`src/rtl/uart_tx_frame_serializer.sv`:
```
// rtl/uart_tx_frame_serializer.sv - UART transmit framer: start, payload, optional parity, 1 or 2 stop bits.
// Accepts a new frame while idle or on the final stop bit, so back-to-back frames have no idle gap.
module uart_tx_frame_serializer #(
  parameter  int DATA_WIDTH = 8,
  localparam int CNT_WIDTH  = $clog2(DATA_WIDTH + 4) + 1
) (
  input  logic                  clk,
  input  logic                  rst,
  input  logic [DATA_WIDTH-1:0] p_data,
  input  logic                  data_valid,
  input  logic                  par_en,
  input  logic                  par_typ,
  input  logic                  stop2,
  input  logic                  msb_first,
  output logic                  tx_out,
  output logic                  busy,
  output logic [CNT_WIDTH-1:0]  bit_count,
  output logic                  done
);

  typedef enum logic [2:0] {IDLE, START, DATA, PARITY, STOP} state_t;

  localparam logic [CNT_WIDTH-1:0] LAST_DATA = CNT_WIDTH'(DATA_WIDTH);
  localparam logic [CNT_WIDTH-1:0] ONE       = CNT_WIDTH'(1);

  state_t                state;
  logic [DATA_WIDTH-1:0] shreg;
  logic [DATA_WIDTH-1:0] p_ordered;
  logic                  par_en_r;
  logic                  par_bit_r;
  logic                  stop2_r;
  logic                  accept;

  // Bit order is resolved at latch time so the shifter always sends bit 0 first.
  always_comb begin
    p_ordered = '0;
    for (int i = 0; i < DATA_WIDTH; i++) begin
      p_ordered[i] = msb_first ? p_data[DATA_WIDTH-1-i] : p_data[i];
    end
  end

  // done is high exactly on the final stop bit, which is the only in-frame acceptance point.
  assign accept = data_valid && ((state == IDLE) || ((state == STOP) && done));

  always_ff @(posedge clk or negedge rst) begin
    if (!rst) begin
      state     <= IDLE;
      shreg     <= '0;
      par_en_r  <= 1'b0;
      par_bit_r <= 1'b0;
      stop2_r   <= 1'b0;
      tx_out    <= 1'b1;
      busy      <= 1'b0;
      done      <= 1'b0;
      bit_count <= '0;
    end else begin
      case (state)
        IDLE, STOP: begin
          if ((state == STOP) && !done) begin
            done      <= 1'b1;
            bit_count <= bit_count + ONE;
          end else if (accept) begin
            state     <= START;
            shreg     <= p_ordered;
            par_en_r  <= par_en;
            par_bit_r <= (^p_data) ^ par_typ;
            stop2_r   <= stop2;
            tx_out    <= 1'b0;
            busy      <= 1'b1;
            done      <= 1'b0;
            bit_count <= '0;
          end else begin
            state     <= IDLE;
            tx_out    <= 1'b1;
            busy      <= 1'b0;
            done      <= 1'b0;
            bit_count <= '0;
          end
        end
        START: begin
          state     <= DATA;
          tx_out    <= shreg[0];
          shreg     <= shreg >> 1;
          bit_count <= bit_count + ONE;
        end
        DATA: begin
          bit_count <= bit_count + ONE;
          if (bit_count == LAST_DATA) begin
            if (par_en_r) begin
              state  <= PARITY;
              tx_out <= par_bit_r;
            end else begin
              state  <= STOP;
              tx_out <= 1'b1;
              done   <= !stop2_r;
            end
          end else begin
            tx_out <= shreg[0];
            shreg  <= shreg >> 1;
          end
        end
        PARITY: begin
          state     <= STOP;
          tx_out    <= 1'b1;
          done      <= !stop2_r;
          bit_count <= bit_count + ONE;
        end
        default: begin
          state  <= IDLE;
          tx_out <= 1'b1;
          busy   <= 1'b0;
          done   <= 1'b0;
        end
      endcase
    end
  end

endmodule

```
`config.mk`:
```
export PLATFORM = sky130hd
export DESIGN_NAME = uart_tx_frame_serializer
export DESIGN_NICKNAME = d
export VERILOG_FILES = /design/src/rtl/uart_tx_frame_serializer.sv
export SDC_FILE = /design/constraint.sdc
export NUM_CORES = 1
export LEC_CHECK = 0
export BUFFER_PORTS_ARGS = -buffer_cell sky130_fd_sc_hd__buf_2
export CAP_MARGIN = 20
export CORE_MARGIN = 1.5
export CORE_UTILIZATION = 50
export DETAILED_ROUTE_END_ITERATION = 10
export GPL_TIMING_DRIVEN = 1
export PLACE_DENSITY = 0.72
export SLEW_MARGIN = 20
export SYNTH_ARGS = -nofsm -noshare
export SYNTH_HDL_FRONTEND = slang
export SYNTH_SLANG_ARGS = --single-unit
```
`constraint.sdc`:
```
create_clock -name clk -period 2.6 [get_ports clk]
set_clock_uncertainty 0.15 [all_clocks]
set_input_delay 0.13 -clock clk [delete_from_list [all_inputs] [get_ports clk]]
set_output_delay 0.13 -clock clk [all_outputs]
set_load 0.03 [all_outputs]
```
# Word level (Yosys, flattened, before mapping)
# Index checks and enable logic that the tools add are counted.
[word_totals]
ff_bits = 22
input_bits = 15
output_inout_bits = 8
elab_cells = 72
[op_classes]
add_sub_neg = 1
n_eq_ne = 10
muxes = 31
n_bitwise = 4
n_reduce_logical = 17
[op_table]
columns = ["operator", "count"]
rows = [
  ["$mux 8", 3],
  ["$pmux 8 s3", 1],
  ["$mux 1", 18],
  ["$pmux 3 s4", 1],
  ["$ne 2x2->1 const B", 5],
  ["$pmux 5 s2", 1],
  ["$mux 3", 3],
  ["$reduce_xor 8->1", 1],
  ["$eq 3x2->1 const B", 2],
  ["$reduce_and 3->1", 2],
  ["$add 5x1->5 const B", 1],
  ["$eq 5x4->1 const B", 1],
  ["$mux 5", 1],
  ["$pmux 1 s4", 1],
  ["$reduce_and 2->1", 2],
  ["$reduce_and 4->1", 1],
  ["$eq 3x1->1 const B", 1],
  ["$eq 3x3->1 const B", 1],
  ["$logic_and 1x1->1", 3],
  ["$logic_not 3->1", 1],
  ["$not 1->1", 3],
  ["$pmux 1 s3", 1],
  ["$reduce_bool 3->1", 1],
  ["$reduce_or 3->1", 1],
  ["other kinds (6)", 7],
]

# Longest topological paths before layout
# Gate-level depths: netlist (run 1).
[logic_depth]
ltp_word = 7
ltp_mapped = 6
mapped_depth_nobuf = 6

# Worst setup path after synthesis (run 1)
# OpenSTA, ideal clock, no wires.
[synth_timing]
kind = "reg2reg"
start = "register bit_count[0]"
end = "register shreg[5]"
setup_ns = 0.125
arrival_time_ns = 1.742
required_time_ns = 2.325
path_slack_ns = 0.583
path_stages_with_launch = 6
path_buffers = 0
period_less_slack_ns = 2.017
cell_sequence = "dfrtp_1 > inv_1 > ha_1 > nand4bb_4 > o32ai_4 > mux2_4"
[synth_via]
elab_chain_len = 3
[synth_rtl]
columns = ["element", "line", "text"]
rows = [
  ["start: declaration", "17", "output logic [CNT_WIDTH-1:0] bit_count,"],
  ["start signal: assignment", "61", "bit_count <= bit_count + ONE;"],
  ["start signal: assignment", "84", "bit_count <= bit_count + ONE;"],
  ["start signal: assignment", "87", "bit_count <= bit_count + ONE;"],
  ["$eq 5x4->1", "88", "if (bit_count == LAST_DATA) begin"],
  ["$ne 2x2->1 (no source line)", "n/a", ""],
  ["$reduce_and 4->1 (no source line)", "n/a", ""],
  ["end signal: assignment", "64", "shreg <= p_ordered;"],
  ["end signal: assignment", "83", "shreg <= shreg >> 1;"],
  ["end signal: assignment", "99", "shreg <= shreg >> 1;"],
  ["end: declaration", "27", "logic [DATA_WIDTH-1:0] shreg;"],
]
# No other way between the ends.
# A chain may end at the register's enable or synchronous reset.

# Final worst setup path (run 1)
[layout_timing]
start = "register state[1]"
end = "register shreg[6]"
[layout_via]
elab_chain_len = 6
elab_cells_between_ends = 15
classes_between = "eq/ne: 6; mux: 1; reduce/logical: 8"
[layout_rtl]
columns = ["element", "line", "text"]
rows = [
  ["start: declaration", "26", "state_t state;"],
  ["start signal: assignment", "47", "state <= IDLE;"],
  ["start signal: assignment", "63", "state <= START;"],
  ["start signal: assignment", "73", "state <= IDLE;"],
  ["$eq 3x3->1", "43, 57, 59", ""],
  ["$logic_and 1x1->1", "43", "assign accept = data_valid && ((state == IDLE) || ((state == STOP) && done));"],
  ["$logic_or 1x1->1", "43", ""],
  ["$logic_and 1x1->1", "43", ""],
  ["$ne 2x2->1 (no source line)", "n/a", ""],
  ["$reduce_and 4->1 (no source line)", "n/a", ""],
]
# Parallel ways exist; a longest one is shown, timed or not.

==> results.ini, run 1 <==
[run_status]
status = finished, final reports clean

[floorplan]
die-area_um2 = 3134
die_w_um = 55.99
die_y_um = 55.99
initial_core_util_pct = 51.80
rows = 19
core_area_um2 = 2710
pin_count = 23

[clocking]
numClockSinks = 22
cts_tree = built
cts_buffers = 3
clkTransAtPathRegs_ns = 0.12
htreeDepth = 1
root_buffer = clkbuf_4
clockBufferDepth = 2
clk_latency_ns = 0.31
ctsResizeCount = 0

[final_layout]
fin_area_um2 = 1585
syn_to_final_growth_pct = 12.92
fin_nets = 162
num_antenna_cells = 0
drive_gt1_share_pct = 36.11

[pwr]
leakagePower_nw = 0.7500
powerDensity_nw_per_um2 = 1153
worst_ir_drop_vdd_uv = 807.2

[grt]
track_usage_pct = 17.25
grt_overflow_total = 0
antenna_found_initial = 0
grt_max_degree = 23
grt_first_pass_wirelength_um = 4209
grt_pass1_vias = 893

[detailed_routing]
routed_wl_um = 2539
final_antenna_net_count = 0
drt-wirelength-per-cell_um = 14.51
firstDrtPassIters = 4
drt_iter0_markers = 35
drc = 0
via_count = 951
via_per_inst = 5.434

[timing]
drv_slew = 0
fin_crit_sh_pct = 79.90
rsz0062_at_grt = false
tns_ns = 0
fmax_mhz = 481.4
tightestPinTransition_ns = 0.5747
slew_headroom_pct = 61.69
finalWorstSetupSlack_ns = 0.5227
finalCriticalPeriod_ns = 2.077
final_hold_viol_count = 0
setup_viol = 0

[setup_path]
worstPathArrival_ns = 2.14
worst_ep_required_time_ns = 2.66
worst_setup_path_start_kind = register
crit_fanout = 12
endpoint_kind = register
crit_type = register to register

[yosys]
synth_edf_count = 0
synthTopCellsByCount = 21 x dfrtp_1, 12 x mux2i_1, 12 x nor2_1
syn_nets = 136
netlist_instances = 119
synth_cell_types = 37
syn_area_um2 = 1404
synth.top_cell.area_share_pct = 37.43
postSynthAreaPerCell_um2 = 11.80
ys_seq_area_share_pct = 39.30
synth.most_common_cell = dfrtp_1
ys_ff_latch = 22
synth_ff_type = dfrtp_1
async_reset_ff_share_pct = 100.0
yosysTopAreaCell = dfrtp_1
synth.area.top_cells = dfrtp_1 37%, mux2_2 8.8%, mux2i_1 8.6%, mux2_4 4.3%, nor2_1 3.2%
yosys_warnings = 0

[place]
routabilityCongestion = 0.9195
place_ws_ns = 0.5464
placed_area_um2 = 1519
dp_hpwl_um = 1984
port_buffers = 22

[min_path]
min_path_type = input port to register

[job]
maxCapViolCount = 0

final timing paths:
check                            from      endpoint  slack, ns  cells after the start
max in group asynchronous         rst        tx_out       1.78                      2
min in group asynchronous         rst  bit_count[3]       0.15                      2
max reg2reg                  state[1]      shreg[6]       0.52                      4
min                        data_valid          busy       0.05                      2
min reg2reg                      busy          busy       0.37                      1
max                          state[1]      shreg[6]       0.52                      4
logic make-up (layout without fill, tap and decap cells):
family | count (synthesis) | count (layout) | synth area share, %
and+or+nand+nor | 30 | 30 | 15.06
muxes | 28 | 28 | 22.46
DFF | 22 | 22 | 39.30
AOI/OAI and AO/OA | 14 | 14 | 9.360
buffers and inverters | 13 | 38 | 4.812
xor gates and xnor gates | 10 | 10 | 7.219
adders and majority gates | 2 | 2 | 1.782
metal layers:
layer	vias up	global-route usage [%]	routed length, µm	share of wire (%)
met3	5	4.884	80	3.2
met2	14	27.56	1241	49
li1	468	-	-	-
met1	464	23.76	1195	47
met5	-	0	0	0
met4	0	3.061	22	0.87
final cells by class:
cell class | count | area (µm²)
Clock buffer | 4 | 36.28
Tap cell | 31 | 38.79
Timing Repair Buffer | 25 | 140.1
Inverter | 9 | 33.78
Fill cell | 241 | 1125
Sequential cell | 22 | 551.8
Multi-Input combinational cell | 84 | 784.5
where the power goes:
group / switching (mW) / internal [mW] / leakage, nW
registers: 0.171 / 0.503 / 0.272
clock network: 0.103 / 0.0856 / 0.0210
logic: 0.476 / 0.490 / 0.457
total: 0.749 / 1.08 / 0.750
sequential cells by signal, indices dropped and copies added (netlist names):
name	count
state	3
busy	1
par_en_r	1
done	1
par_bit_r	1
shreg	8
tx_out	1
bit_count	5
stop2_r	1
repair_timing:
item                                   in CTS  in global routing
setup buffers                               0                  0
endpoints found under the hold margin      24                  0
hold buffers                                3                  0
metrics by stage:
| stage | power [mW] | std cells | util (%) | hold WS [ns] |
|---|---|---|---|---|
| final | 1.828 | 175 | 58.49 | 0.04692 |
| after global routing | 1.949 | 175 | 58.49 | 0.04062 |
| after CTS | 1.846 | 175 | 58.49 | 0.04101 |
| after detailed placement | 1.653 | 168 | 56.05 | -0.02366 |
| after global placement | 1.610 | 168 | 56.05 | -0.03914 |
| after floorplan | 1.483 | 119 | - | -0.3156 |
cells in the final DEF, fill, tap and decap left out, types with 2 or more instances in the layout:
cell type,synthesis,layout
buf_2,0,22
dfrtp_1,21,21
mux2i_1,12,12
nor2_1,12,12
mux2_2,11,11
inv_1,9,9
xnor2_1,5,5
xor2_1,4,4
mux2_4,4,4
nand2_1,3,3
clkbuf_4,0,3
dlygate4sd3_1,0,3
nand2b_4,2,2
nor3_2,2,2
nor2b_1,2,2
o21ai_0,2,2
a22o_1,2,2
a21oi_1,2,2
nor3_1,2,2
nand4_1,2,2
ha_1,2,2
critical path, stage by stage (launching register included):
cell	delay [ns]
dfrtp_1	0.66
nand2b_1	0.20
a21oi_4	0.35
mux2_1	0.36
mux2_4	0.26
Power figures use the tool's default switching activity.
==> run 2: changes to the inputs <==
==> constraint.sdc (replaced) <==
create_clock -name clk -period 2.05 [get_ports clk]
set_clock_uncertainty 0.15 [all_clocks]
set_input_delay 0.1025 -clock clk [delete_from_list [all_inputs] [get_ports clk]]
set_output_delay 0.1025 -clock clk [all_outputs]
set_load 0.03 [all_outputs]
==> results.ini, run 2 (same netlist as run 1, synthesis figures left out) <==
[run_status]
status = finished, final reports clean

[clocking]
cts_hold_buf = 3
cts_buffers = 3
clockBufferDepth = 2
cts_tree = built
cts_setup_buffers = 0
numClockSinks = 22
clk_latency_ns = 0.31
htreeDepth = 1
root_buffer = clkbuf_4
ctsResizeCount = 0
clkTransAtPathRegs_ns = 0.11

[pwr]
p_int_mw = 1.454
power_frac_clock_pct = 9.7
leakagePower_nw = 0.7802
p_seq_share_pct = 33.5
powerDensity_nw_per_um2 = 1482
combPwrFrac_pct = 56.8
swShare_pct = 39.85
switching_power_mw = 0.9630
worst_ir_drop_vdd_uv = 1005

[final_layout]
largest_register = shreg
final_cells = 181
drive_gt1_share_pct = 38.67
layout_commonest_cell = buf_2
fin_nets = 168
layout_common_cells = 22 x buf_2, 21 x dfrtp_1, 12 x mux2i_1, 12 x nor2_1, 11 x mux2_2
largest_register_ff_count = 8
num_antenna_cells = 0
top_regs = shreg x8, bit_count x5, state x3
syn_to_final_growth_pct = 16.13
n_fill_cell = 229

[timing]
slew_headroom_pct = 67.48
fin_crit_sh_pct = 92.15
rsz0062_at_grt = false
fmax_mhz = 529.4
setup_viol = 0
tns_ns = 0
final_hold_viol_count = 0
drv_slew = 0
tightestPinTransition_ns = 0.4878
finalCriticalPeriod_ns = 1.889

[place]
routabilityCongestion = 0.8506
port_buffers = 22
dp_hpwl_um = 2022
dp.cells = 174

[setup_path]
worst_ep_required_time_ns = 2.13
crit_fanout = 5
worst_setup_path_start_kind = register
reg2regPathDepth = 6
worstPathArrival_ns = 1.97
endpoint_kind = register
crit_type = register to register

[detailed_routing]
drt_iter0_markers = 20
via_count = 963
drc = 0
drt-wirelength-per-cell_um = 13.93
firstDrtPassIters = 4
final_antenna_net_count = 0
via_per_inst = 5.320
routed_wl_um = 2521

[floorplan]
initial_core_util_pct = 51.80
die_w_um = 55.99
die_y_um = 55.99
die-area_um2 = 3134
core_area_um2 = 2710
pin_count = 23
rows = 19

[min_path]
hold_depth = 2
min_path_type = input port to register

[grt]
grt_overflow_total = 0
track_usage_pct = 17.68
antenna_found_initial = 0
grt_first_pass_wirelength_um = 4360
grt_max_degree = 23
grt_pass1_vias = 951

[job]
maxCapViolCount = 0

## run 2: cell count changes in the layout (fill, tap and decap cells not counted), sizes merged
cell  before  now
buf       22   28
## run 2: stage by stage
| stage | power [mW] | area (µm²) | hold slack, ns | utilization [%] | worst slack [ns] |
|---|---|---|---|---|---|
| after CTS | 2.438 | 1630 | 0.006063 | 60.16 | 0.1402 |
| after global placement | 2.150 | 1564 | -0.06373 | 57.71 | 0.2067 |
| after detailed placement | 2.197 | 1564 | -0.05895 | 57.71 | 0.1676 |
| final | 2.416 | 1630 | 0.01001 | 60.16 | 0.1609 |
| after floorplan | 1.880 | 1404 | -0.3431 | - | 0.03262 |
| after global routing | 2.587 | 1630 | 0.001901 | 60.16 | 0.03528 |
## run 2: path summary, 6_finish.rpt
kind                       slack, ns         to    startpoint
max in group asynchronous       1.25     tx_out           rst
setup / recovery                0.16   shreg[1]  bit_count[0]
hold / removal                  0.01       busy    data_valid
hold reg to reg                 0.38   shreg[1]      shreg[1]
setup reg to reg                0.16   shreg[1]  bit_count[0]
min in group asynchronous       0.13  par_bit_r           rst
## run 2: area by class of cell
type | count | area [µm²] | share of cell area, %
flip-flops and latches | 22 | 551.8 | 33.85
clock buffers | 4 | 36.28 | 2.226
multi-input cells | 84 | 784.5 | 48.12
inverters | 9 | 33.78 | 2.072
well taps | 31 | 38.79 | 2.379
repair buffers | 31 | 185.2 | 11.36
## run 2: power groups by stage
stage,Sequential (mW),Combinational [mW],Clock (mW)
after floorplan,0.855,1.03,0
after global placement,0.804,1.35,0
after detailed placement,0.818,1.38,0
after CTS,0.811,1.39,0.242
after global routing,0.837,1.49,0.262
final,0.810,1.37,0.234
## run 2: worst max-delay path: stages (launching register included)
cell	delay [ns]
dfrtp_1	0.42
inv_1	0.09
ha_1	0.21
nand4bb_4	0.15
o32ai_4	0.38
buf_4	0.22
mux2i_1	0.18
## run 2: metal layers
| layer | track usage, % | vias up | wire length [µm] |
|---|---|---|---|
| met3 | 4.186 | 2 | 65 |
| li1 | - | 479 | - |
| met1 | 24.59 | 467 | 1221 |
| met4 | 3.061 | 0 | 19 |
| met5 | 0 | - | 0 |
| met2 | 28.57 | 15 | 1216 |
